==> config.mk <==
export PLATFORM = sky130hd
export DESIGN_NAME = load_store_unit
export DESIGN_NICKNAME = d
export VERILOG_FILES = /design/src/rtl/load_store_unit.sv
export SDC_FILE = /design/constraint.sdc
export NUM_CORES = 1
export LEC_CHECK = 0
export ABC_CLOCK_PERIOD_IN_PS = 2300
export BUFFER_PORTS_ARGS = -buffer_cell sky130_fd_sc_hd__buf_2
export CELL_PAD_IN_SITES_DETAIL_PLACEMENT = 0
export CELL_PAD_IN_SITES_GLOBAL_PLACEMENT = 1
export CORE_MARGIN = 2
export CORE_UTILIZATION = 34
export CTS_CLUSTER_DIAMETER = 80
export CTS_CLUSTER_SIZE = 25
export DETAILED_ROUTE_END_ITERATION = 12
export PLACE_DENSITY_LB_ADDON = 0.1
export SLEW_MARGIN = 10
export SYNTH_ARGS = -nofsm -noshare
export SYNTH_HDL_FRONTEND = slang
export SYNTH_SLANG_ARGS = --single-unit
==> constraint.sdc <==
create_clock -name clk -period 2.3 [get_ports clk]
set_clock_uncertainty 0.2 [all_clocks]
set_input_delay 0.46 -clock clk [delete_from_list [all_inputs] [get_ports clk]]
set_output_delay 0.46 -clock clk [all_outputs]
set_load 0.02 [all_outputs]
==> src/rtl/load_store_unit.sv <==
// Data-memory load/store unit: classifies requests, drives a req/ready handshake
// with a bounded wait, and returns extended load data or a fault cause.
module load_store_unit #(
   parameter int unsigned MAX_WAIT = 16
) (
   input  logic        clk,
   input  logic        rst,
   input  logic        MemRead,
   input  logic        MemWrite,
   input  logic [2:0]  funct3,
   input  logic [31:0] Address,
   input  logic [31:0] StoreData,
   output logic        Stall,
   output logic [31:0] LoadData,
   output logic        LoadValid,
   output logic        Fault,
   output logic [1:0]  FaultCause,
   output logic        mem_req,
   output logic        mem_we,
   output logic [31:0] mem_addr,
   output logic [31:0] mem_wdata,
   output logic [3:0]  mem_be,
   input  logic        mem_ready,
   input  logic [31:0] mem_rdata
);

   typedef enum logic [1:0] {IDLE, ACCESS, RESP, FAULT} state_t;

   localparam logic [7:0] WAIT_LAST = 8'(MAX_WAIT - 1);
   localparam logic [1:0] CAUSE_MISALIGN = 2'b01;
   localparam logic [1:0] CAUSE_TIMEOUT  = 2'b10;
   localparam logic [1:0] CAUSE_ILLEGAL  = 2'b11;

   state_t      state_reg;
   logic [2:0]  funct3_reg;
   logic [1:0]  offset_reg;
   logic [7:0]  wait_reg;

   logic        request;
   logic        illegal_next;
   logic        misaligned_next;
   logic [3:0]  be_next;
   logic [31:0] wdata_next;
   logic [31:0] load_next;
   logic [7:0]  byte_sel;
   logic [15:0] half_sel;
   logic [7:0]  rdata_lane [4];

   assign request = MemRead | MemWrite;
   assign Stall   = ((state_reg == IDLE) && request) || (state_reg == ACCESS);

   // Request classification; an illegal encoding takes precedence over misalignment.
   always_comb begin
      illegal_next    = 1'b0;
      misaligned_next = 1'b0;
      if (MemRead && MemWrite)
         illegal_next = 1'b1;
      else if (MemRead && !(funct3 inside {3'b000, 3'b001, 3'b010, 3'b100, 3'b101}))
         illegal_next = 1'b1;
      else if (MemWrite && !(funct3 inside {3'b000, 3'b001, 3'b010}))
         illegal_next = 1'b1;
      if (funct3[1:0] == 2'b01 && Address[0])
         misaligned_next = 1'b1;
      else if (funct3[1:0] == 2'b10 && Address[1:0] != 2'b00)
         misaligned_next = 1'b1;
   end

   always_comb begin
      be_next    = 4'b1111;
      wdata_next = StoreData;
      case (funct3[1:0])
         2'b00: begin
            be_next    = 4'b0001 << Address[1:0];
            wdata_next = {4{StoreData[7:0]}};
         end
         2'b01: begin
            be_next    = Address[1] ? 4'b1100 : 4'b0011;
            wdata_next = {2{StoreData[15:0]}};
         end
         default: ;
      endcase
   end

   generate
      for (genvar gi = 0; gi < 4; gi++) begin : g_lane
         assign rdata_lane[gi] = mem_rdata[8*gi +: 8];
      end
   endgenerate

   assign byte_sel = rdata_lane[offset_reg];
   assign half_sel = offset_reg[1] ? mem_rdata[31:16] : mem_rdata[15:0];

   always_comb begin
      load_next = mem_rdata;
      case (funct3_reg)
         3'b000:  load_next = {{24{byte_sel[7]}}, byte_sel};
         3'b001:  load_next = {{16{half_sel[15]}}, half_sel};
         3'b100:  load_next = {24'd0, byte_sel};
         3'b101:  load_next = {16'd0, half_sel};
         default: load_next = mem_rdata;
      endcase
   end

   always_ff @(posedge clk or negedge rst) begin
      if (!rst) begin
         state_reg  <= IDLE;
         funct3_reg <= 3'd0;
         offset_reg <= 2'd0;
         wait_reg   <= 8'd0;
         LoadData   <= 32'd0;
         LoadValid  <= 1'b0;
         Fault      <= 1'b0;
         FaultCause <= 2'b00;
         mem_req    <= 1'b0;
         mem_we     <= 1'b0;
         mem_addr   <= 32'd0;
         mem_wdata  <= 32'd0;
         mem_be     <= 4'd0;
      end else begin
         case (state_reg)
            IDLE: begin
               if (request) begin
                  funct3_reg <= funct3;
                  offset_reg <= Address[1:0];
                  if (illegal_next) begin
                     state_reg  <= FAULT;
                     Fault      <= 1'b1;
                     FaultCause <= CAUSE_ILLEGAL;
                  end else if (misaligned_next) begin
                     state_reg  <= FAULT;
                     Fault      <= 1'b1;
                     FaultCause <= CAUSE_MISALIGN;
                  end else begin
                     state_reg <= ACCESS;
                     wait_reg  <= 8'd0;
                     mem_req   <= 1'b1;
                     mem_we    <= MemWrite;
                     mem_addr  <= {Address[31:2], 2'b00};
                     mem_be    <= be_next;
                     mem_wdata <= wdata_next;
                  end
               end
            end
            ACCESS: begin
               if (mem_ready || wait_reg == WAIT_LAST) begin
                  mem_req   <= 1'b0;
                  mem_we    <= 1'b0;
                  mem_addr  <= 32'd0;
                  mem_be    <= 4'd0;
                  mem_wdata <= 32'd0;
               end
               if (mem_ready) begin
                  state_reg <= RESP;
                  LoadValid <= !mem_we;
                  LoadData  <= mem_we ? 32'd0 : load_next;
               end else if (wait_reg == WAIT_LAST) begin
                  state_reg  <= FAULT;
                  Fault      <= 1'b1;
                  FaultCause <= CAUSE_TIMEOUT;
               end else begin
                  wait_reg <= wait_reg + 8'd1;
               end
            end
            RESP: begin
               state_reg <= IDLE;
               LoadValid <= 1'b0;
               LoadData  <= 32'd0;
            end
            FAULT: begin
               state_reg  <= IDLE;
               Fault      <= 1'b0;
               FaultCause <= 2'b00;
            end
            default: state_reg <= IDLE;
         endcase
      end
   end

endmodule

Yosys cells after proc, flatten, opt, wreduce, memory -nomap -nowiden

Index checks and enable logic that the tools add are counted.

Flip-flop bits (word level): 121
Bits of input ports: 104
Output and inout bits: 107

Bitwise operators: 2
Reduce and logical (&&, ||, !) cells: 28
Add/sub/neg operators: 1
Mux-type cells: 65
Equal/unequal tests: 23
Shift-type cells: 1
Order comparisons: 1

Operators with widths:

| cell                | number |
|---|---|
| $mux 32             | 9 |
| $pmux 32 s2         | 4 |
| $pmux 32 s4         | 1 |
| $mux 8              | 7 |
| $mux 2              | 10 |
| $mux 4              | 5 |
| $mux 1              | 18 |
| $bmux 8 s2          | 1 |
| $mux 16             | 1 |
| $pmux 4 s2          | 2 |
| $pmux 8 s2          | 1 |
| $eq 3x3->1 const B  | 4 |
| $ne 2x2->1 const B  | 6 |
| $pmux 2 s3          | 2 |
| $reduce_and 5->1    | 2 |
| $add 8x1->8 const B | 1 |
| $eq 8x4->1 const B  | 1 |
| $eq 2x2->1 const B  | 3 |
| $eq 3x1->1 const B  | 2 |
| $logic_and 1x1->1   | 6 |
| $logic_not 3->1     | 2 |
| $pmux 1 s2          | 3 |
| $reduce_and 2->1    | 3 |
| $reduce_and 6->1    | 1 |
| other kinds (17)    | 26 |

Logic depth before layout (Yosys ltp)

Depth in word-level cells: 10
Depth in mapped cells: 8

Worst setup path after synthesis

No wires, ideal clock.

Path kind: flip-flop to flip-flop
From: register wait_reg[4]
To: register mem_addr[10]
Slack: 0.108 ns
Required time: 1.979 ns
Arrival time: 1.871 ns
Buffers on the path: 2
Stages on the path, launching flop included: 8
Period minus slack after synthesis: 2.192 ns
Cells stage by stage: dfrtp_1 or4_4 o21ai_2 o21ai_2 o21bai_4 buf_6 buf_6 a22o_1

Longest elaborated chain between the ends: 4

Ends and longest elaborated chain:

| item                       | RTL line | source |
|---|---|---|
| from (decl)                | 37       | `logic [7:0] wait_reg;` |
| from (signal assigned)     | 161      | `wait_reg <= wait_reg + 8'd1;` |
| $eq 8x4->1                 | 145      | `if (mem_ready \|\| wait_reg == WAIT_LAST) begin` |
| $logic_or 1x1->1           | 145      |  |
| $ne 2x1->1 (no line)       | -        |  |
| $reduce_and 5->1 (no line) | -        |  |
| to (signal assigned)       | 138      | `mem_addr <= {Address[31:2], 2'b00};` |
| to (decl)                  | 20       | `output logic [31:0] mem_addr,` |

No other way between the ends.
A chain may end at the register's enable or synchronous reset.

Worst setup path after layout

From: register offset_reg[1]
To: register LoadData[9]

Longest elaborated chain between the ends: 8
Elaborated cells between the ends (all ways): 9

Ends and longest elaborated chain:

| item                                       | RTL line | source |
|---|---|---|
| from (decl)                                | 36       | `logic [1:0] offset_reg;` |
| from (signal assigned)                     | 124      | `offset_reg <= Address[1:0];` |
| $not 2->3 (implied by the code)            | 90       | `assign byte_sel = rdata_lane[offset_reg];` |
| $bmux 8 s2                                 | 90       |  |
| $mux 8 (implied by the code) (2 in series) | 90       |  |
| $pmux 32 s4 (*)                            | 95       | `case (funct3_reg)` |
| $mux 32 (*)                                | 155      | `LoadData <= mem_we ? 32'd0 : load_next;` |
| $mux 32 (*)                                | 152      | `if (mem_ready) begin` |
| $pmux 32 s2 (*)                            | 120      | `case (state_reg)` |
| to (signal assigned)                       | 155      |  |
| to (decl)                                  | 14       | `output logic [31:0] LoadData,` |

Mark *: on every way between the ends. The rest lies on a longest branch, timed or not. The select of a mux whose other input is x is not followed.

==> results.md <==
* Status: finished clean
* Vias/cell at about 5.1
* Clock power frac at approximately 24%
* DRT Wirelength at approximately 16000 um
* Die Height at between 100 and 150 um
* VDD IR max at about 0.7 mV
* Class of the worst hold path: in2reg
* Synth top area share at a little under three fifths
* Cell Pwr Density at 1479 nW/um^2
* Final hold vios at 0
* Clock buffer count from CTS at 17
* Drt drc at 0
* Die ar. at around 17000 um^2
* Max-cap violations at 0
* Post-synth EDFFs at 0
* Row count at 46
* # setup viols final at 0
* GRT Residual Overflow at 0
* Reg2reg path depth at 5
* Number of global-route vias before repair at between 4000 and 5000
* Starting Density at 34.35%
* Commonest non-fill, non-tap cell in the layout: buf_2
* Achievable Freq at about 460 MHz
* 1st-pass router iterations at 4
* Min-delay src: Address[4]
* Unrepaired setup endpoints after global routing: no
* Largest net degree at the start of global routing at between 50 and 60
* Hold_buf cts at 1
* Gr usage total at between 10% and 20%
* Buffers on Ports at between 200 and 250
* Leakage at 3.914 nW
* Sw frac at 39.84%
* Routed len/inst at between 15 and 20 um
* CTS Sinks at between 100 and 150
* Syn-to-layout area delta at 37.64%
* RePlAce Congestion at ~0.81
* Clock Path Buffers at 2
* CTS clk-pin slew, worst paths at 0.05 ns
* R2R Path End: LoadData[9]
* Critical Path Start Type: flop
* Avg Synthesized Cell Area at around 12 um^2
* Synth warn at 0
* First-pass GRT wire length at approximately 25000 um
* Most frequent cells in the layout: buf_2 (207), dfrtp_1 (119), nand2_1 (52), a22o_1 (52), buf_4 (28)
* Final nets at roughly 790
* Design Area, Final at 7430 um^2
* DRT antenna net count at 0
* Resize count post-CTS at 0
* Slowest-stage cell, CP: mux4_2
* Peak per-stage delay on the critical path at around 0.55 ns
* DP HPWL at roughly 11000 um
* Crit-path cells: mux4_2, nand2b_1, o21ba_1, nand2_1, a32o_1
* Crit Path Max Fanout at 8
* WHS Path Cells at 2
* Share of cells above drive strength 1 at 41.86%
* Synthesized flop and latch total at around 120
* Overall power at around 11 mW
* Post-Syn Area at 5398 um^2
* Worst Hold Path EP: mem_addr[4]
* Cells after Synth at 466
* Fin util at 47.28%
* Yosys cell types at between 40 and 50
* Sequential Power Share at approximately a third
* Crit-path leading delay family: compound AO/OA/AOI/OAI gates
* CP arrival at around 2.3 ns
* Initial drt markers at between 200 and 250
* Num ports at around 210
* Root buffer cell: clkbuf_16
* Largest area contributor in the netlist: dfrtp_1
* Reg-to-reg startpoint: offset_reg[1]
* Clk Latency, worst-skew pair at around 0.41 ns
* CTS tree: done
* Post-route minimum period at between 2 and 2.5 ns
* Main synth FF type: dfrtp_1
* H-tree depth at 4
* Top flop regs: LoadData x32, mem_wdata x32, mem_addr x30
* Initial antenna violation count at 0
* Asr flop ratio synth at 100.0%
* Pins over their slew limit at 0
* Slew headroom at between 50% and 60%
* Crit Path Class: reg2reg
* Die Width at between 100 and 150 um
* Main area contributors after synthesis: dfrtp_1 (55%), a22o_1 (8.4%), mux2i_1 (5.0%), nand2_1 (3.6%), a221o_1 (3.0%)
* Int Power at 6.610 mW
* Seq/Total Area, Yosys at approximately 55%
* Post-DP Area at between 6000 and 7000 um^2
* P_sw at 4.376 mW
* Slew @ Worst Pin at between 0.6 and 0.7 ns
* Dpl cells at slightly below 900
* Critical path endpoint category: flop
* Setup TNS at 0 ns
* Required @ worst endpoint at roughly 2.4 ns
* Setup bufs post-CTS at 0
* Fin cells at between 900 and 1000
* Logic pwr share at 42.7%
* R2R Setup Slk at around 0.10 ns
* Via Count at roughly 4600
* WP buf/inv at 0
* Final period utilization at 95.48%
* Core ar. at ~16000 um^2
power groups by stage:
stage          Clock [mW]  Sequential, mW  Combinational, mW
2_1_floorplan           0            4.59               2.04
3_3_place_gp            0            3.68               4.68
3_5_place_dp            0            3.64               4.76
4_1_cts              2.70            3.66               4.75
5_1_grt              2.79            3.79               5.09
6_report             2.64            3.66               4.69
area by class of cell:
type,instances,area (um^2)
timing repair buffer,241,1356
multi-input combinational,295,2187
sequential,119,2978
antenna,1,2.502
tap,216,270.3
inverter,13,48.80
clock buffer,24,491.7
clock inverter,8,95.09
fill,1517,8283
per-layer routing:
| layer | vias to the layer above | share of wire, % | track usage [%] |
|---|---|---|---|
| met4 | 0 | 2.0 | 7.653 |
| met1 | 2265 | 45 | 25.74 |
| li1 | 2191 | - | - |
| met3 | 21 | 7.1 | 5.986 |
| met5 | - | 0 | 0 |
| met2 | 156 | 46 | 29.20 |
cells by family after synthesis:
kind of cell,Yosys count,synth area share (%)
buffers and inverters,53,4.497
DFF,119,55.17
muxes,43,8.762
other,1,0.06947
AOI/OAI and AO/OA,147,22.35
adders and majority gates,1,0.2318
and+or+nand+nor,102,8.925
cell usage after synthesis (4+ instances only):
| library cell | number |
|---|---|
| a32o_1 | 8 |
| mux2_2 | 14 |
| nor2_1 | 16 |
| buf_2 | 8 |
| dfrtp_1 | 119 |
| a31oi_1 | 7 |
| o2bb2ai_1 | 16 |
| clkbuf_1 | 22 |
| o21ai_1 | 5 |
| o211ai_1 | 7 |
| buf_1 | 4 |
| mux2i_1 | 27 |
| a22o_1 | 52 |
| o221ai_1 | 7 |
| a221o_1 | 16 |
| nand3_1 | 7 |
| or4_1 | 5 |
| nand2b_1 | 11 |
| o21ai_0 | 15 |
| nand2_1 | 52 |
| a21oi_1 | 4 |
| inv_1 | 12 |
how the worst max path moves through the flow:
stage                       start  slack [ns]  depth (start not counted)           end
floorplan             wait_reg[4]        0.11                          7  mem_addr[10]
global placement    mem_rdata[31]        0.13                          6  LoadData[15]
detailed placement      funct3[2]        0.09                          8   wait_reg[2]
CTS                 offset_reg[1]        0.12                          5   LoadData[9]
global route        offset_reg[1]        0.01                          5  LoadData[14]
finish              offset_reg[1]        0.10                          5   LoadData[9]
through the flow:
step | worst slack, ns | hold slack [ns]
2_1_floorplan | 0.1084 | -0.03559
3_3_place_gp | 0.1305 | 0.2436
3_5_place_dp | 0.09347 | 0.2417
4_1_cts | 0.1155 | 0.04317
5_1_grt | 0.01398 | 0.05160
6_report | 0.1039 | 0.06115
(Power assumes the default switching activity.)
